$ cat src/rtl/spi_slave_gen.sv
// -----------------------------------------------------------------------------
// spi_slave_gen
//
// Parametrised SPI slave that runs entirely in the CLK domain. SCLK, MOSI and
// CS are oversampled through SYNC_STAGES-deep synchronisers. All four SPI
// modes and MSB/LSB-first order are supported. Mode and bit order are latched
// at CS assertion. Multi-word bursts run while CS stays low. Transmit data
// enters through a ready/valid holding register that feeds a shift register.
//
// Ports
//   CLK          system clock, rising edge
//   reset        synchronous, active-high reset
//   SCLK/MOSI/CS SPI pins from the master (asynchronous to CLK, CS active low)
//   mode         {CPOL, CPHA}, captured at CS assertion
//   lsb_first    1 = LSB first, captured at CS assertion
//   tx_data/tx_valid/tx_ready   transmit handshake into the holding register
//   MISO         registered serial output, 0 while deselected
//   rx_data      last complete received word; rx_valid pulses when it updates
//   tx_underrun  pulse: a word started with an empty holding register
//   frame_err    pulse: CS deasserted mid-word
//   busy         frame active
// -----------------------------------------------------------------------------
module spi_slave_gen #(
  parameter int DATA_WIDTH  = 8,
  parameter int SYNC_STAGES = 2
) (
  input  logic                  CLK,
  input  logic                  reset,
  input  logic                  SCLK,
  input  logic                  MOSI,
  input  logic                  CS,
  input  logic [1:0]            mode,
  input  logic                  lsb_first,
  input  logic [DATA_WIDTH-1:0] tx_data,
  input  logic                  tx_valid,
  output logic                  tx_ready,
  output logic                  MISO,
  output logic [DATA_WIDTH-1:0] rx_data,
  output logic                  rx_valid,
  output logic                  tx_underrun,
  output logic                  frame_err,
  output logic                  busy
);

  localparam int CNT_W = $clog2(DATA_WIDTH);
  localparam logic [CNT_W-1:0] LAST_BIT = CNT_W'(DATA_WIDTH - 1);

  typedef enum logic [1:0] {IDLE, ACTIVE, WAIT_CS} state_t;

  state_t state, state_next;

  // Synchronisers and edge-detect history
  logic [SYNC_STAGES-1:0] sclk_sync, mosi_sync, cs_sync;
  logic                   sclk_d, cs_d;
  logic                   s_sclk, s_mosi, s_cs;

  // Per-frame configuration
  logic cpol_q, cpha_q, lsb_q;

  // Receive path
  logic [CNT_W-1:0]      bit_cnt;
  logic [DATA_WIDTH-1:0] rx_shift, rx_next;

  // Transmit path
  logic [DATA_WIDTH-1:0] hold_reg, tx_shift, load_word;
  logic                  hold_full;

  // Decoded events
  logic sclk_rise, sclk_fall, lead_edge, trail_edge;
  logic in_frame, sample_edge, shift_edge, word_done;
  logic cs_fall, frame_start, frame_end;
  logic tx_load, tx_accept;

  assign s_sclk = sclk_sync[SYNC_STAGES-1];
  assign s_mosi = mosi_sync[SYNC_STAGES-1];
  assign s_cs   = cs_sync[SYNC_STAGES-1];

  // ---------------------------------------------------------------------------
  // Synchronisers
  // ---------------------------------------------------------------------------
  always_ff @(posedge CLK) begin
    if (reset) begin
      // NOTE: the CS chain resets to 0 (selected) so a frame still in progress
      // when reset releases never shows a falling edge; WAIT_CS then holds off
      // until CS is genuinely seen high.
      sclk_sync <= '0;
      mosi_sync <= '0;
      cs_sync   <= '0;
      sclk_d    <= 1'b0;
      cs_d      <= 1'b0;
    end else begin
      // NOTE: sequential state uses non-blocking assignments so every register
      // here samples the pre-edge value of the one before it.
      sclk_sync <= {sclk_sync[SYNC_STAGES-2:0], SCLK};
      mosi_sync <= {mosi_sync[SYNC_STAGES-2:0], MOSI};
      cs_sync   <= {cs_sync[SYNC_STAGES-2:0], CS};
      sclk_d    <= s_sclk;
      cs_d      <= s_cs;
    end
  end

  // ---------------------------------------------------------------------------
  // Edge decode
  // ---------------------------------------------------------------------------
  assign sclk_rise  = s_sclk & ~sclk_d;
  assign sclk_fall  = ~s_sclk & sclk_d;
  assign lead_edge  = cpol_q ? sclk_fall : sclk_rise;
  assign trail_edge = cpol_q ? sclk_rise : sclk_fall;

  assign cs_fall     = cs_d & ~s_cs;
  assign frame_start = (state == IDLE) & cs_fall;
  assign frame_end   = (state == ACTIVE) & s_cs;

  // A CS rise in the same cycle as an SCLK edge suppresses that edge.
  assign in_frame    = (state == ACTIVE) & ~s_cs;
  assign sample_edge = in_frame & (cpha_q ? trail_edge : lead_edge);
  assign shift_edge  = in_frame & (cpha_q ? lead_edge : trail_edge);
  assign word_done   = sample_edge & (bit_cnt == LAST_BIT);

  assign rx_next = lsb_q ? {s_mosi, rx_shift[DATA_WIDTH-1:1]}
                         : {rx_shift[DATA_WIDTH-2:0], s_mosi};

  assign tx_load   = frame_start | word_done;
  assign tx_accept = tx_valid & ~hold_full;
  assign load_word = hold_full ? hold_reg : '0;

  assign tx_ready = ~hold_full;
  assign busy     = (state == ACTIVE);

  // ---------------------------------------------------------------------------
  // Frame state machine
  // ---------------------------------------------------------------------------
  always_ff @(posedge CLK) begin
    if (reset) state <= WAIT_CS;
    else       state <= state_next;
  end

  always_comb begin
    // NOTE: default assigned first so every path drives state_next and no
    // latch is inferred.
    state_next = state;
    case (state)
      WAIT_CS: if (s_cs)    state_next = IDLE;
      IDLE:    if (cs_fall) state_next = ACTIVE;
      ACTIVE:  if (s_cs)    state_next = IDLE;
      default:              state_next = WAIT_CS;
    endcase
  end

  // ---------------------------------------------------------------------------
  // Datapath
  // ---------------------------------------------------------------------------
  always_ff @(posedge CLK) begin
    if (reset) begin
      cpol_q      <= 1'b0;
      cpha_q      <= 1'b0;
      lsb_q       <= 1'b0;
      bit_cnt     <= '0;
      rx_shift    <= '0;
      rx_data     <= '0;
      rx_valid    <= 1'b0;
      frame_err   <= 1'b0;
      tx_underrun <= 1'b0;
      hold_reg    <= '0;
      hold_full   <= 1'b0;
      tx_shift    <= '0;
      MISO        <= 1'b0;
    end else begin
      rx_valid    <= 1'b0;
      frame_err   <= 1'b0;
      tx_underrun <= 1'b0;

      if (frame_start) begin
        cpol_q  <= mode[1];
        cpha_q  <= mode[0];
        lsb_q   <= lsb_first;
        bit_cnt <= '0;
      end

      // Receive: shift in on each sample edge, publish on the last bit.
      if (sample_edge) begin
        rx_shift <= rx_next;
        if (word_done) begin
          bit_cnt  <= '0;
          rx_data  <= rx_next;
          rx_valid <= 1'b1;
        end else begin
          bit_cnt <= bit_cnt + CNT_W'(1);
        end
      end

      if (frame_end && (bit_cnt != '0)) frame_err <= 1'b1;

      // Holding register: a load takes the old content even when a new word
      // is accepted in the same cycle.
      if (tx_accept) begin
        hold_reg  <= tx_data;
        hold_full <= 1'b1;
      end else if (tx_load) begin
        hold_full <= 1'b0;
      end
      if (tx_load) tx_underrun <= ~hold_full;

      // Transmit shift register. With CPHA=0 the first bit of a frame is
      // presented straight from the load, so the register starts one bit on.
      if (frame_start) begin
        if (mode[0]) tx_shift <= load_word;
        else         tx_shift <= lsb_first ? (load_word >> 1) : (load_word << 1);
      end else if (word_done) begin
        tx_shift <= load_word;
      end else if (shift_edge) begin
        tx_shift <= lsb_q ? (tx_shift >> 1) : (tx_shift << 1);
      end

      if (frame_start) begin
        if (mode[0]) MISO <= 1'b0;
        else         MISO <= lsb_first ? load_word[0] : load_word[DATA_WIDTH-1];
      end else if (!in_frame) begin
        MISO <= 1'b0;
      end else if (shift_edge) begin
        MISO <= lsb_q ? tx_shift[0] : tx_shift[DATA_WIDTH-1];
      end
    end
  end

endmodule

$ cat config.mk
export PLATFORM = sky130hd
export DESIGN_NAME = spi_slave_gen
export DESIGN_NICKNAME = d
export VERILOG_FILES = /design/src/rtl/spi_slave_gen.sv
export SDC_FILE = /design/constraint.sdc
export NUM_CORES = 1
export LEC_CHECK = 0
export ABC_AREA = 1
export ABC_CLOCK_PERIOD_IN_PS = 1600
export CAP_MARGIN = 20
export CORE_ASPECT_RATIO = 0.6
export CORE_UTILIZATION = 40
export DETAILED_ROUTE_END_ITERATION = 10
export GPL_ROUTABILITY_DRIVEN = 0
export PLACE_DENSITY = 0.69
export SLEW_MARGIN = 20
export SYNTH_ARGS = -nofsm -noshare
export SYNTH_HDL_FRONTEND = slang
export SYNTH_SLANG_ARGS = --single-unit
$ cat constraint.sdc
create_clock -name CLK -period 1.6 [get_ports CLK]
set_clock_uncertainty 0.05 [all_clocks]
set_input_delay 0.32 -clock CLK [delete_from_list [all_inputs] [get_ports CLK]]
set_output_delay 0.32 -clock CLK [all_outputs]
set_load 0.01 [all_outputs]
# After elaboration in Yosys (flattened, before gate mapping)
# Index checks and enable logic that the tools add are counted.
# W data, S select, Z words.
# classes
addsub	1
eq_ne	6
bitwise	17
n_mux	28
n_reduce_logical	11
# op_table
cell	n
$mux W8	8
$mux W1	14
$and A1 B1 Y1	10
$mux W3	3
$not A1 Y1	6
$reduce_bool A3 Y1	2
$reduce_or A2 Y1	3
$mux W2	2
$pmux W2 S2	1
$reduce_and A2 Y1	2
$reduce_bool A2 Y1	2
$add A3 B1 Y3 const B	1
$eq A3 B3 Y1 const B	1
$ne A3 B1 Y1 const B	1
$eq A2 B1 Y1 const B	1
$eq A2 B2 Y1 const B	1
$logic_not A2 Y1	1
$ne A2 B1 Y1 const B	1
$ne A2 B2 Y1 const B	1
$logic_and A1 B1 Y1	1
$or A1 B1 Y1	1
# word_totals
out_inout_bits	14
elab_cells	82
ff_bits	53

# Depth between registers and ports, before layout
# depth
ltp_word	9
mapped_depth	11
mapped_depth_nobuf	10

# Least setup slack after synthesis
# Ideal clock, no wire load.
# synth_timing
path_kind	register -> register
startpoint	register state[1]
endpoint	register tx_shift[5]
path_buffers	1
required_ns	1.435
t_arrival_ns	1.409
setup_time_ns	0.115
path_stages_with_launch	11
path_slack_ns	0.027
period_less_slack_ns	1.573
path_cell_list	dfxtp_1 > inv_1 > ha_1 > inv_1 > nor2_4 > nand4_4 > nand3_2 > buf_6 > nand2_1 > nor2_1 > nor2_1
# synth_between
elab_chain_cells	6
# synth_rtl
item	line	rtl
from (decl)	50	state_t state, state_next;
from (signal assigned)	135	else state <= state_next;
$eq A2 B1 Y1 (*)	-	
via busy	42	output logic busy
$and A1 B1 Y1 (*)	115	assign in_frame = (state == ACTIVE) & ~s_cs;
$and A1 B1 Y1	116	assign sample_edge = in_frame & (cpha_q ? trail_edge : lead_edge);
$and A1 B1 Y1	118	assign word_done = sample_edge & (bit_cnt == LAST_BIT);
$mux W8	209	end else if (word_done) begin
$mux W8	206	if (frame_start) begin
to (signal assigned)	207	if (mode[0]) tx_shift <= load_word;
to (signal assigned)	208	else tx_shift <= lsb_first ? (load_word >> 1) : (load_word << 1);
to (signal assigned)	210	tx_shift <= load_word;
to (decl)	65	logic [DATA_WIDTH-1:0] hold_reg, tx_shift, load_word;
# Mark *: on every way through the listed nets, which the timed path passes. The rest lies on a longest branch.
# A chain may end at the register's enable or synchronous reset.

# Worst setup path after layout
# layout_timing
startpoint	register state[1]
endpoint	register tx_shift[6]
# layout_between
elab_chain_cells	6
# layout_rtl
item	line
$eq A2 B1 Y1	115
$and A1 B1 Y1	115
$and A1 B1 Y1	116
$and A1 B1 Y1	118
$mux W8	209
$mux W8	206
# Several ways; a longest one is shown, not always the timed one.

==> out/results.ini <==
[synthesis]
avgSynthCellArea_sq_um = 7.00
synthSimpleGateAreaFrac = 0.287
yosys-mux-area-fraction = 0
synth_compound_area_frac = 0.164
synth_warnings = 0
synth-edff-count = 0
ys_seq_area_frac = 0.412
yosys.area_share.adder = 0.0340
synth_xor_area_frac = 0
async_reset_ff_frac = 0
syn_nets = 392
netlist_area_sq_um = 2580
synth_top_family_by_area = simple AND/OR/NAND/NOR gates
synthFlopType = dfxtp_1
ys_types = 28
ys_ff_latch = 53
synthCells = 368

[timing]
finalCritPeriodShare = 1.06
maxSlewViolCount = 0
max_freq_ghz = 0.590
rsz0062_at_grt = yes
tns_ns = -0.108
setup_viol = 2
setup_ws_ns = -0.0951
slew_headroom = 0.711
tightest_slew_ns = 0.430
fin_crit_ns = 1.70
hold_viol = 0
hold_slack_ns = 0.350

[setup_path]
arrival_ns = 1.86
crit_type = register to register
crit_path_max_fanout = 8
cp-start-kind = register
crit_required_ns = 1.76
end_kind = register
rr_worst_depth = 10
regToRegStartpoint = state[1]
reg2reg_slack_ns = -0.1
rr_endpoint = tx_shift[6]

[detailed_routing]
routedWlPerCell_microns = 12.7
avgViaCountPerCell = 5.03
vias = 2571
drt-initial-drc-count = 138
drt-total-wl_microns = 6470
first_pass_iters = 5
antenna_left = 0
post-route-drc-count = 0

[global_route]
antenna_found_initial = 0
grt_pass1_wl_microns = 9840
grt_overflow = 0
grtUsageTotal = 0.180
grt_max_degree = 27
grt_pass1_vias = 2165

[die]
ios = 31
die_w_microns = 106
die_height_microns = 64.2
die_area_sq_um = 6780
rows = 22
coreArea_sq_um = 6170
initial_core_util = 0.418

[clock_tree]
cts_tree = done
cts_hold_buf = 0
h-tree-depth = 2
cts_buffers = 5
clkLatencyLatePin_ns = 0.31
clock_path_buffers = 2
cts-root-buf = clkbuf_8
clk_pin_slew_ns = 0.11
clock-sinks = 53

[pwr]
power_density_nw_per_um2 = 773
ir_drop_v = 0.000412
leakage_nw = 1.67

[cells_and_area]
final_cell_mix = nand2_1, dfxtp_1, nor2_1
final_common_cell = nand2_1
diodes = 0
nFillCells = 565
nNetsFinal = 450
layout-drive-gt1-share = 0.208
layout.cells.non_filler = 511
area_growth_pct = 37.5

[min_path]
holdPathStages = 2
hold_end = sclk_sync[1]
hp-start = sclk_sync[0]
hold_path_class = register to register

[run_status]
outcome = finished with violations
violations = negative setup slack

[placed_design]
hpwl_microns = 4320
dp_cells = 492
place.port_buffers = 30

[job]
drv_cap = 0

worst max path at each step:
| stage | start | end | slack (ns) | cells after the start |
|---|---|---|---|---|
| 2_1_floorplan | state[1] | tx_shift[5] | 0.03 | 10 |
| 3_3_place_gp | lsb_first | tx_shift[2] | -0.08 | 8 |
| 3_5_place_dp | lsb_first | tx_shift[1] | -0.11 | 8 |
| 4_1_cts | state[1] | rx_data[2] | -0.006 | 9 |
| 5_1_grt | state[1] | tx_shift[6] | -0.16 | 10 |
| 6_report | state[1] | tx_shift[6] | -0.1 | 10 |
power by group:
group / internal (mW) / leakage, nW / total, mW / switching (mW)
sequential: 1.39 / 0.433 / 1.43 / 0.0431
combinational: 0.238 / 1.19 / 0.516 / 0.278
clock: 0.312 / 0.0445 / 0.794 / 0.482
critical path, cell delays in order (launching register included):
cell and delay, ns:
dfxtp_2 0.35, inv_2 0.08, ha_4 0.13, inv_2 0.04, nor2_4 0.14, nand4_4 0.22, buf_4 0.22, nand3_4 0.10
nand2_1 0.07, nor2_1 0.13, nor2_1 0.06
kinds of logic (layout without fill, tap and decap cells):
group,Yosys count,after routing
flip-flops,53,53
AND/OR/NAND/NOR,165,166
AO/OA/AOI/OAI,79,79
adder cells (fa/ha/maj),7,7
buffers and inverters,64,122
area by class of cell:
class	instances	area (sq um)	share of cell area
sequential	53	1070	0.301
clock buffer	5	68.8	0.0194
clock inverter	3	21.3	0.00600
inverter	49	201	0.0569
multi-input combinational	252	1390	0.392
tap	84	105	0.0297
timing repair buffer	65	691	0.195
routing by layer:
layer  vias up  share of wire  track usage
met5         -              0            0
met4         0         0.0060       0.0313
met3         6          0.075       0.0367
met2        95           0.43        0.281
met1      1160           0.48        0.258
li1       1310              -            -
synth_stat cells (all sizes together), types with 3 or more instances:
library cell | n | share of area
inv | 49 | 0.071
o21ai | 46 | 0.089
dfxtp | 53 | 0.41
a21oi | 21 | 0.041
nand2 | 84 | 0.13
nor2 | 46 | 0.078
nand3 | 29 | 0.064
o221ai | 3 | 0.010
o22ai | 6 | 0.015
clkbuf | 4 | 0.0058
buf | 11 | 0.027
ha | 7 | 0.034
nand4 | 4 | 0.016
stage by stage:
step | total power, mW | util | area [sq um] | setup slack (ns)
2_1_floorplan | 1.71 | - | 2580 | 0.0269
3_3_place_gp | 1.87 | 0.507 | 3120 | -0.0845
3_5_place_dp | 1.89 | 0.507 | 3120 | -0.111
4_1_cts | 2.67 | 0.527 | 3250 | -0.00552
5_1_grt | 2.89 | 0.575 | 3540 | -0.160
6_report | 2.74 | 0.575 | 3540 | -0.0951
timing repair:
item | 4_1_cts | 5_1_grt
endpoints found under the setup margin | 19 | 37
setup buffers | 2 | 6
resized for setup | 11 | 55
hold endpoints to repair | 0 | 0
pin swaps | 2 | 7
cloned | 0 | 3
(Power assumes the default switching activity.)
